==> src/rtl/edg_frame_sched_if.sv <==
// Shared single-port memory bus between the frame scheduler (master) and ZBT memory (slave).
interface edg_frame_sched_if #(
  parameter int ADDR_W = 19
);
  logic [ADDR_W-1:0] mem_addr;
  logic              mem_we;
  logic [35:0]       mem_wdata;
  logic [35:0]       mem_rdata;

  modport master (output mem_addr, output mem_we, output mem_wdata, input mem_rdata);
  modport slave  (input mem_addr, input mem_we, input mem_wdata, output mem_rdata);
endinterface

==> src/rtl/edg_frame_sched.sv <==
// Frame scheduler for the two-pixel edge datapath: even slots read source pairs, odd slots write results.
// Optional macro EDG_SCHED_PASSTHRU_EN adds a passthru input that copies the source frame unprocessed.
module edg_frame_sched #(
  parameter int ADDR_W   = 19,
  parameter int H_PAIRS  = 512,
  parameter int V_LINES  = 768,
  parameter int MEM_LAT  = 2,
  parameter int PROC_LAT = 2,
  parameter logic [ADDR_W-1:0] SRC_BASE = 19'h00000,
  parameter logic [ADDR_W-1:0] DST_BASE = 19'h40000
) (
  input  logic                clk,
  input  logic                reset,
  input  logic                start,
`ifdef EDG_SCHED_PASSTHRU_EN
  input  logic                passthru,
`endif
  output logic                busy,
  output logic                done,
  edg_frame_sched_if.master   mem,
  output logic [35:0]         pix_pair,
  output logic [10:0]         pix_hcount,
  output logic                pix_valid,
  input  logic [35:0]         proc_pair,
  output logic                ovf_err
);

  localparam int XW = (H_PAIRS > 1) ? $clog2(H_PAIRS) : 1;
  localparam int YW = (V_LINES > 1) ? $clog2(V_LINES) : 1;

  typedef enum logic [1:0] {IDLE, RUN, DRAIN, DONE} state_t;

  state_t              state, state_nxt;
  logic                slot;
  logic [XW-1:0]       x;
  logic [YW-1:0]       y;
  logic [ADDR_W-1:0]   rd_cnt, wr_cnt, addr_q;
  logic [MEM_LAT-1:0]  vpipe;
  logic [10:0]         hpipe [MEM_LAT];
  logic [PROC_LAT-1:0] ppipe;
  logic [35:0]         fifo [4];
  logic [1:0]          wptr, rptr;
  logic [2:0]          fcount;
  logic                fifo_empty, fifo_full, push, push_ok;
  logic                read_fire, write_fire, last_read, pipes_empty;
  logic [35:0]         push_data;

  assign fifo_empty  = (fcount == 3'd0);
  assign fifo_full   = (fcount == 3'd4);
  assign last_read   = (x == XW'(H_PAIRS - 1)) && (y == YW'(V_LINES - 1));
  assign pipes_empty = (vpipe == '0) && (ppipe == '0) && fifo_empty;
  assign write_fire  = ((state == RUN) || (state == DRAIN)) && slot && !fifo_empty;
  assign push        = ppipe[PROC_LAT-1];
  assign push_ok     = push && (!fifo_full || write_fire);

  assign pix_pair      = mem.mem_rdata;
  assign pix_valid     = vpipe[MEM_LAT-1];
  assign pix_hcount    = hpipe[MEM_LAT-1];
  assign mem.mem_wdata = fifo[rptr];

  // Next state plus bus control; the address holds its last value when no slot is used.
  always_comb begin
    state_nxt    = state;
    read_fire    = 1'b0;
    busy         = (state != IDLE);
    done         = (state == DONE);
    mem.mem_we   = 1'b0;
    mem.mem_addr = addr_q;
    case (state)
      IDLE:  if (start) state_nxt = RUN;
      RUN: begin
        if (!slot) begin
          read_fire    = 1'b1;
          mem.mem_addr = SRC_BASE + rd_cnt;
          if (last_read) state_nxt = DRAIN;
        end
      end
      DRAIN: if (pipes_empty) state_nxt = DONE;
      DONE:  state_nxt = IDLE;
      default: state_nxt = IDLE;
    endcase
    if (write_fire) begin
      mem.mem_we   = 1'b1;
      mem.mem_addr = DST_BASE + wr_cnt;
    end
  end

`ifdef EDG_SCHED_PASSTHRU_EN
  logic        passthru_q;
  logic [35:0] rdd [PROC_LAT];

  // Raw read data delayed to line up with the edge wrapper output.
  always_ff @(posedge clk or posedge reset) begin
    if (reset) begin
      for (int i = 0; i < PROC_LAT; i++) rdd[i] <= '0;
      passthru_q <= 1'b0;
    end else begin
      rdd[0] <= mem.mem_rdata;
      for (int i = 1; i < PROC_LAT; i++) rdd[i] <= rdd[i-1];
      if (state == IDLE && start) passthru_q <= passthru;
    end
  end

  assign push_data = passthru_q ? rdd[PROC_LAT-1] : proc_pair;
`else
  assign push_data = proc_pair;
`endif

  always_ff @(posedge clk or posedge reset) begin
    if (reset) begin
      state  <= IDLE;
      slot   <= 1'b0;
      x      <= '0;
      y      <= '0;
      rd_cnt <= '0;
      wr_cnt <= '0;
      addr_q <= '0;
    end else begin
      state  <= state_nxt;
      addr_q <= mem.mem_addr;
      if (state == IDLE && start) begin
        slot   <= 1'b0;
        x      <= '0;
        y      <= '0;
        rd_cnt <= '0;
        wr_cnt <= '0;
      end else if (state == RUN || state == DRAIN) begin
        slot <= ~slot;
      end
      if (read_fire) begin
        rd_cnt <= rd_cnt + 1'b1;
        if (x == XW'(H_PAIRS - 1)) begin
          x <= '0;
          y <= y + 1'b1;
        end else begin
          x <= x + 1'b1;
        end
      end
      if (write_fire) wr_cnt <= wr_cnt + 1'b1;
    end
  end

  // Read tags ride alongside the memory latency, then the wrapper latency, before the FIFO push.
  always_ff @(posedge clk or posedge reset) begin
    if (reset) begin
      vpipe <= '0;
      ppipe <= '0;
      for (int i = 0; i < MEM_LAT; i++) hpipe[i] <= '0;
    end else begin
      vpipe[0] <= read_fire;
      hpipe[0] <= 11'({x, 1'b0});
      for (int i = 1; i < MEM_LAT; i++) begin
        vpipe[i] <= vpipe[i-1];
        hpipe[i] <= hpipe[i-1];
      end
      ppipe[0] <= vpipe[MEM_LAT-1];
      for (int i = 1; i < PROC_LAT; i++) ppipe[i] <= ppipe[i-1];
    end
  end

  always_ff @(posedge clk or posedge reset) begin
    if (reset) begin
      wptr    <= '0;
      rptr    <= '0;
      fcount  <= '0;
      ovf_err <= 1'b0;
      for (int i = 0; i < 4; i++) fifo[i] <= '0;
    end else begin
      if (push_ok) begin
        fifo[wptr] <= push_data;
        wptr       <= wptr + 1'b1;
      end
      if (push && !push_ok) ovf_err <= 1'b1;
      if (write_fire) rptr <= rptr + 1'b1;
      case ({push_ok, write_fire})
        2'b10:   fcount <= fcount + 1'b1;
        2'b01:   fcount <= fcount - 1'b1;
        default: fcount <= fcount;
      endcase
    end
  end

endmodule

==> src/flat_wrapper.sv <==
// flat-port wrapper written by rule: the top's interface ports become plain ports
module edg_frame_sched_flat 
#(
  parameter int ADDR_W   = 19,
  parameter int H_PAIRS  = 512,
  parameter int V_LINES  = 768,
  parameter int MEM_LAT  = 2,
  parameter int PROC_LAT = 2,
  parameter logic [ADDR_W-1:0] SRC_BASE = 19'h00000,
  parameter logic [ADDR_W-1:0] DST_BASE = 19'h40000
)
  (clk, reset, start, busy, done, pix_pair, pix_hcount, pix_valid, proc_pair, ovf_err, mem_mem_addr, mem_mem_we, mem_mem_wdata, mem_mem_rdata);
  edg_frame_sched_if #(.ADDR_W(ADDR_W)) mem_i ();
  input  logic clk;
  input  logic reset;
  input  logic start;
  output logic busy;
  output logic done;
  output logic [35:0] pix_pair;
  output logic [10:0] pix_hcount;
  output logic pix_valid;
  input  logic [35:0] proc_pair;
  output logic ovf_err;
  output wire logic [$bits(mem_i.mem_addr)-1:0] mem_mem_addr;
  output wire logic [$bits(mem_i.mem_we)-1:0] mem_mem_we;
  output wire logic [$bits(mem_i.mem_wdata)-1:0] mem_mem_wdata;
  input wire logic [$bits(mem_i.mem_rdata)-1:0] mem_mem_rdata;
  assign mem_mem_addr = mem_i.mem_addr;
  assign mem_mem_we = mem_i.mem_we;
  assign mem_mem_wdata = mem_i.mem_wdata;
  assign mem_i.mem_rdata = mem_mem_rdata;
  edg_frame_sched #(.ADDR_W(ADDR_W), .H_PAIRS(H_PAIRS), .V_LINES(V_LINES), .MEM_LAT(MEM_LAT), .PROC_LAT(PROC_LAT), .SRC_BASE(SRC_BASE), .DST_BASE(DST_BASE)) u_core (.clk(clk), .reset(reset), .start(start), .busy(busy), .done(done), .mem(mem_i), .pix_pair(pix_pair), .pix_hcount(pix_hcount), .pix_valid(pix_valid), .proc_pair(proc_pair), .ovf_err(ovf_err));
endmodule
==> config.mk <==
export PLATFORM = sky130hd
export DESIGN_NAME = edg_frame_sched_flat
export DESIGN_NICKNAME = d
export VERILOG_FILES = /design/src/rtl/edg_frame_sched_if.sv /design/src/rtl/edg_frame_sched.sv /design/src/flat_wrapper.sv
export SDC_FILE = /design/constraint.sdc
export NUM_CORES = 1
export LEC_CHECK = 0
export CAP_MARGIN = 40
export CORE_ASPECT_RATIO = 1.1
export CORE_MARGIN = 3
export CORE_UTILIZATION = 30
export CTS_CLUSTER_DIAMETER = 200
export CTS_CLUSTER_SIZE = 10
export DETAILED_ROUTE_END_ITERATION = 10
export SYNTH_ARGS = -nofsm -noshare
export SYNTH_HDL_FRONTEND = slang
export SYNTH_SLANG_ARGS = --single-unit
==> constraint.sdc <==
create_clock -name clk -period 13.7 [get_ports clk]
set_clock_uncertainty 0.1 [all_clocks]
set_input_delay 2.055 -clock clk [delete_from_list [all_inputs] [get_ports clk]]
set_output_delay 2.055 -clock clk [all_outputs]
set_load 0.01 [all_outputs]
==> Word-level counts from Yosys, hierarchy flattened <==
Index checks and enable logic that the tools add are counted.
{ "classes": {"n_mul": 0, "n_div": 0, "bitwise": 3, "eq_ne": 12, "muxes": 29, "magnitude_cmp": 3, "reduce_logical": 24, "shift": 0, "add_sub_neg": 9} }
{ "op_table": {"columns": ["cell", "count"], "rows": [
  ["$bwmux 144", 1],
  ["$mux 19", 6],
  ["$mux 36", 3],
  ["$bmux 36 s2", 1],
  ["$demux 36 s2", 1],
  ["$add 19x1->19 const B", 2],
  ["$mux 10", 3],
  ["$mux 9", 3],
  ["$add 19x19->19 const A", 1],
  ["$add 10x1->10 const B", 1],
  ["$eq 10x10->1 const B", 1],
  ["$reduce_bool 2->1", 5],
  ["$add 9x1->9 const B", 1],
  ["$eq 9x9->1 const B", 1],
  ["$logic_and 1x1->1", 9],
  ["$mux 2", 4],
  ["$pmux 2 s4", 1],
  ["$eq 2x2->1 const B", 3],
  ["$ge 3x3->1 const B", 2],
  ["$logic_not 2->1", 3],
  ["$not 2->3", 2],
  ["$pmux 3 s2", 1],
  ["$mux 1", 5],
  ["$add 2x1->2 const B", 2],
  ["other kinds (12)", 18]
]} }
{ "word_totals": {"ff_bits": 253, "in_bits": 75, "latch_bits": 0, "out_inout_bits": 107, "n_memories": 0, "mem_bits_rw": 0, "wordCells": 99, "mem_bits_ro": 0} }

==> Logic depth before layout (Yosys ltp) <==
{ "depth": {"depth_word": 8, "depth_mapped": 11, "depth_no_buf": 11} }

==> Least setup slack after synthesis <==
No wires, ideal clock.
{ "synth_timing": {"path_type": "input -> output", "start": "input mem_mem_rdata[0]", "end": "output pix_pair[0]", "arrival_ns": 2.174, "path_stages": 1, "setup_slack_ns": 9.371, "path_buffers": 1, "required_time_ns": 11.545, "cell_sequence": "buf_4"} }
{ "synth_lines": {"columns": ["item", "line", "text"], "rows": [
  ["start: declaration", "flat_wrapper.sv:27", "input wire logic [$bits(mem_i.mem_rdata)-1:0] mem_mem_rdata;"],
  ["end: declaration", "flat_wrapper.sv:19", "output logic [35:0] pix_pair;"]
]} }
No word-level cell between the ends.

==> Worst setup path after layout <==
{ "layout_timing": {"start": "register u_core.state[0]", "end": "output mem_mem_addr[10]"} }
{ "layout_via": {"elab_chain_len": 5, "word_cells_on_any_way": 7} }
{ "layout_lines": {"columns": ["item", "line", "text"], "rows": [
  ["start: declaration", "edg_frame_sched.sv:33", "state_t state, state_nxt;"],
  ["start signal: assignment", "edg_frame_sched.sv:119", "state <= state_nxt;"],
  ["$eq 2x1->1 / $eq 2x2->1 (equally long branches)", "edg_frame_sched.sv:52, edg_frame_sched.sv:69", null],
  ["$logic_or 1x1->1", "edg_frame_sched.sv:52", "assign write_fire = ((state == RUN) || (state == DRAIN)) && slot && !fifo_empty;"],
  ["$logic_and 1x1->1 (2 in series)", "edg_frame_sched.sv:52", null],
  ["$mux 19 (*)", "edg_frame_sched.sv:82", "if (write_fire) begin"],
  ["end: declaration", "flat_wrapper.sv:24", "output wire logic [$bits(mem_i.mem_addr)-1:0] mem_mem_addr;"]
]} }
Every way passes the cells marked *; elsewhere a longest branch is shown, timed or not.

==> metrics.cfg <==
[outcome]
outcome = finished clean

[synth]
yosysWarnings = 0
async_flop_share_pct = 100
netlist-cell-type-count = 51
synthCells = 905
yosys_most_used_dff = dfrtp_1
seq_area_frac_synth_pct = 54.9
syn_area_per_cell_um2 = 12.7
synth-edff-count = 0
syn_area_um2 = 11500
ys_seq_elements = 253

[worst_setup_path]
ff2ff_path_depth = 9
crit_top_cell = inv_1
worstReg2RegEnd = u_core.fcount[1]$_DFFE_PP0P_
rr_startpoint = u_core.state[0]$_DFFE_PP0P_
critPathCaptureType = output pin
max_stage_delay_ns = 0.62
critPathMaxFanout = 49
arrival_ns = 3.37
start_kind = flop
cp_num_cells = 7
worstSetupPathType = reg -> out
cp_cell_sequence = inv_1 > ha_1 > o311ai_4 > buf_4 > inv_1 > o21ai_0 > clkdlybuf4s50_1
path_delay_family = buffers and inverters
cp.required_ns = 11.55
endpoint = mem_mem_addr[10]
slowest_stage = clkdlybuf4s50_1
crit_start = u_core.state[0]$_DFFE_PP0P_
regToRegSetupSlack_ns = 10.72
crit_buf_inv = 4

[min_path]
hold_class = reg -> reg

[place]
io_buffers = 107
dpl.hpwl_um = 16000
place_congestion = 0.738
place_area_um2 = 12900

[floorplanning]
dieArea_um2 = 40800
dieWidth_um = 193
die_h_um = 212
start_util_pct = 30.7
core_area_um2 = 37500
num_rows = 74
ios = 182

[timing]
hold_violations = 0
finalMaxSlewViolations = 0
period_share_pct = 40.3
worst_slew_pin_slew_ns = 0.792
timing.setup.tns_ns = 0
maxSlewHeadroom_pct = 47.2
finalSetupViolCount = 0
max_freq_mhz = 181
period_minus_slack_ns = 5.53
rsz0062_at_grt = false

[route]
ant_nets = 0
drc_errors = 0
drt_iter0_drc = 347
via_count = 7211
wl_um = 25200
first_pass_iters = 4
viasPerCell = 4.94
wl_per_cell_um = 17.2

[flow_run]
cap_violations = 0

[clocking]
cts_buffers = 29
cts_resized = 0
path_clk_slew_ns = 0.06
clkLatencyLatePin_ns = 0.54
numClockSinks = 253
cts-root-buf = clkbuf_16
cts_buffer_depth = 3
h-tree-depth = 1
cts_hold_buffers = 0
cts_tree = done
postCtsSetupBuffers = 0

[global_routing]
grtUsageTotal_pct = 12.5
grt_pass1_vias = 7546
antenna_found_initial = 0
grt_max_degree = 107
gr-total-overflow = 0
grt_first_pass_wirelength_um = 41400

[layout]
design_area_um2 = 13600
area_delta_synth_final_pct = 18.1
layout_commonest_cell = dfrtp_1
nNetsFinal = 1055
fill_cells = 3661
num_antenna_cells = 0
layout-drive-gt1-share_pct = 24.7
layout_common_cells = dfrtp_1 (251), mux2_2 (145), clkdlybuf4s50_1 (107)

[power_and_ir_drop]
worst_ir_drop_vdd_mv = 0.0908
powerDensity_nw_per_um2 = 111
power_leakage_nw = 5.66

[sequential cells by signal, indices dropped and copies added, names as in the netlist]
name / count
u_core.state: 2
u_core.rptr: 2
u_core.pix_hcount: 9
u_core.addr_q: 19
u_core.hpipe: 9
u_core.vpipe: 2
u_core.y: 10
u_core.fcount: 3
u_core.wr_cnt: 19
u_core.fifo: 144
u_core.wptr: 2
u_core.ovf_err: 1
u_core.rd_cnt: 19
u_core.slot: 1
u_core.x: 9
u_core.ppipe: 2
[stage by stage]
step | setup slack [ns] | std cells | power [W] | hold slack, ns | util (%)
floorplan | 4.59 | 906 | 0.000841 | 0.231 | -
global placement | 8.46 | 1423 | 0.000866 | 0.236 | 34.0
detailed placement | 8.74 | 1427 | 0.000871 | 0.236 | 34.3
CTS | 8.15 | 1460 | 0.00153 | 0.249 | 36.3
global route | 7.97 | 1460 | 0.00157 | 0.247 | 36.3
finish | 8.17 | 1460 | 0.00151 | 0.249 | 36.3
[cell usage after synthesis (all sizes together) (2+ instances only)]
library cell,n,area share (%)
dfrtp,253,55
mux2,145,14
nand2,91,3.1
buf,76,4.3
o21ai,45,2.0
mux4,36,7.0
nor2,35,1.1
a31oi,29,1.7
nand3,28,1.2
and3,18,0.98
clkbuf,18,0.59
ha,15,1.6
inv,15,0.49
mux2i,15,1.3
nand4,13,0.71
a21oi,9,0.39
o31ai,6,0.39
nor4,5,0.27
xnor2,5,0.38
xor2,5,0.38
a21o,4,0.26
and2,4,0.22
and4,4,0.30
nor3,4,0.17
a22o,3,0.23
a31o,2,0.15
nand2b,2,0.11
o41ai,2,0.15
[worst min path at each step]
stage                                    start                        endpoint  slack, ns  cells after the start
floorplan           u_core.hpipe[12]$_DFF_PP0_  u_core.pix_hcount[1]$_DFF_PP0_       0.23                      0
global placement    u_core.hpipe[13]$_DFF_PP0_  u_core.pix_hcount[2]$_DFF_PP0_       0.24                      0
detailed placement  u_core.hpipe[12]$_DFF_PP0_  u_core.pix_hcount[1]$_DFF_PP0_       0.24                      0
CTS                 u_core.hpipe[12]$_DFF_PP0_  u_core.pix_hcount[1]$_DFF_PP0_       0.25                      0
global route        u_core.hpipe[12]$_DFF_PP0_  u_core.pix_hcount[1]$_DFF_PP0_       0.25                      0
finish              u_core.hpipe[19]$_DFF_PP0_  u_core.pix_hcount[8]$_DFF_PP0_       0.25                      0
[final cells by class]
class | count | area (um^2) | share of cell area, %
clock inverter | 2 | 17.5 | 0.129
multi-input combinational | 544 | 4600 | 33.8
tap | 494 | 618 | 4.54
inverter | 15 | 63.8 | 0.469
sequential | 253 | 6330 | 46.6
clock buffer | 31 | 733 | 5.39
timing repair buffer | 121 | 1240 | 9.12
[cells by family (layout without fill, tap and decap cells)]
kind of cell	count (synthesis)	count (layout)	share of synthesized area [%]
multiplexers	196	196	22.5
buffers and inverters	109	169	5.33
flip-flops	253	253	54.9
XOR/XNOR	10	10	0.760
other	1	2	0.0325
AO/OA/AOI/OAI	110	110	6.01
AND/OR/NAND/NOR	210	210	8.61
adder cells (fa/ha/maj)	16	16	1.80
[report_power, final]
part / switching, W / internal (W)
Sequential: 0.00000959 / 0.000770
Combinational: 0.0000335 / 0.0000429
Clock: 0.000279 / 0.000373
[metal layers]
layer	vias to the layer above	track usage, %	share of wire, %
met2	169	20.6	46
met1	3693	17.3	47
met5	-	0	0
met3	38	2.38	4.5
met4	0	2.61	1.9
li1	3311	-	-
Power figures use the tool's default switching activity.
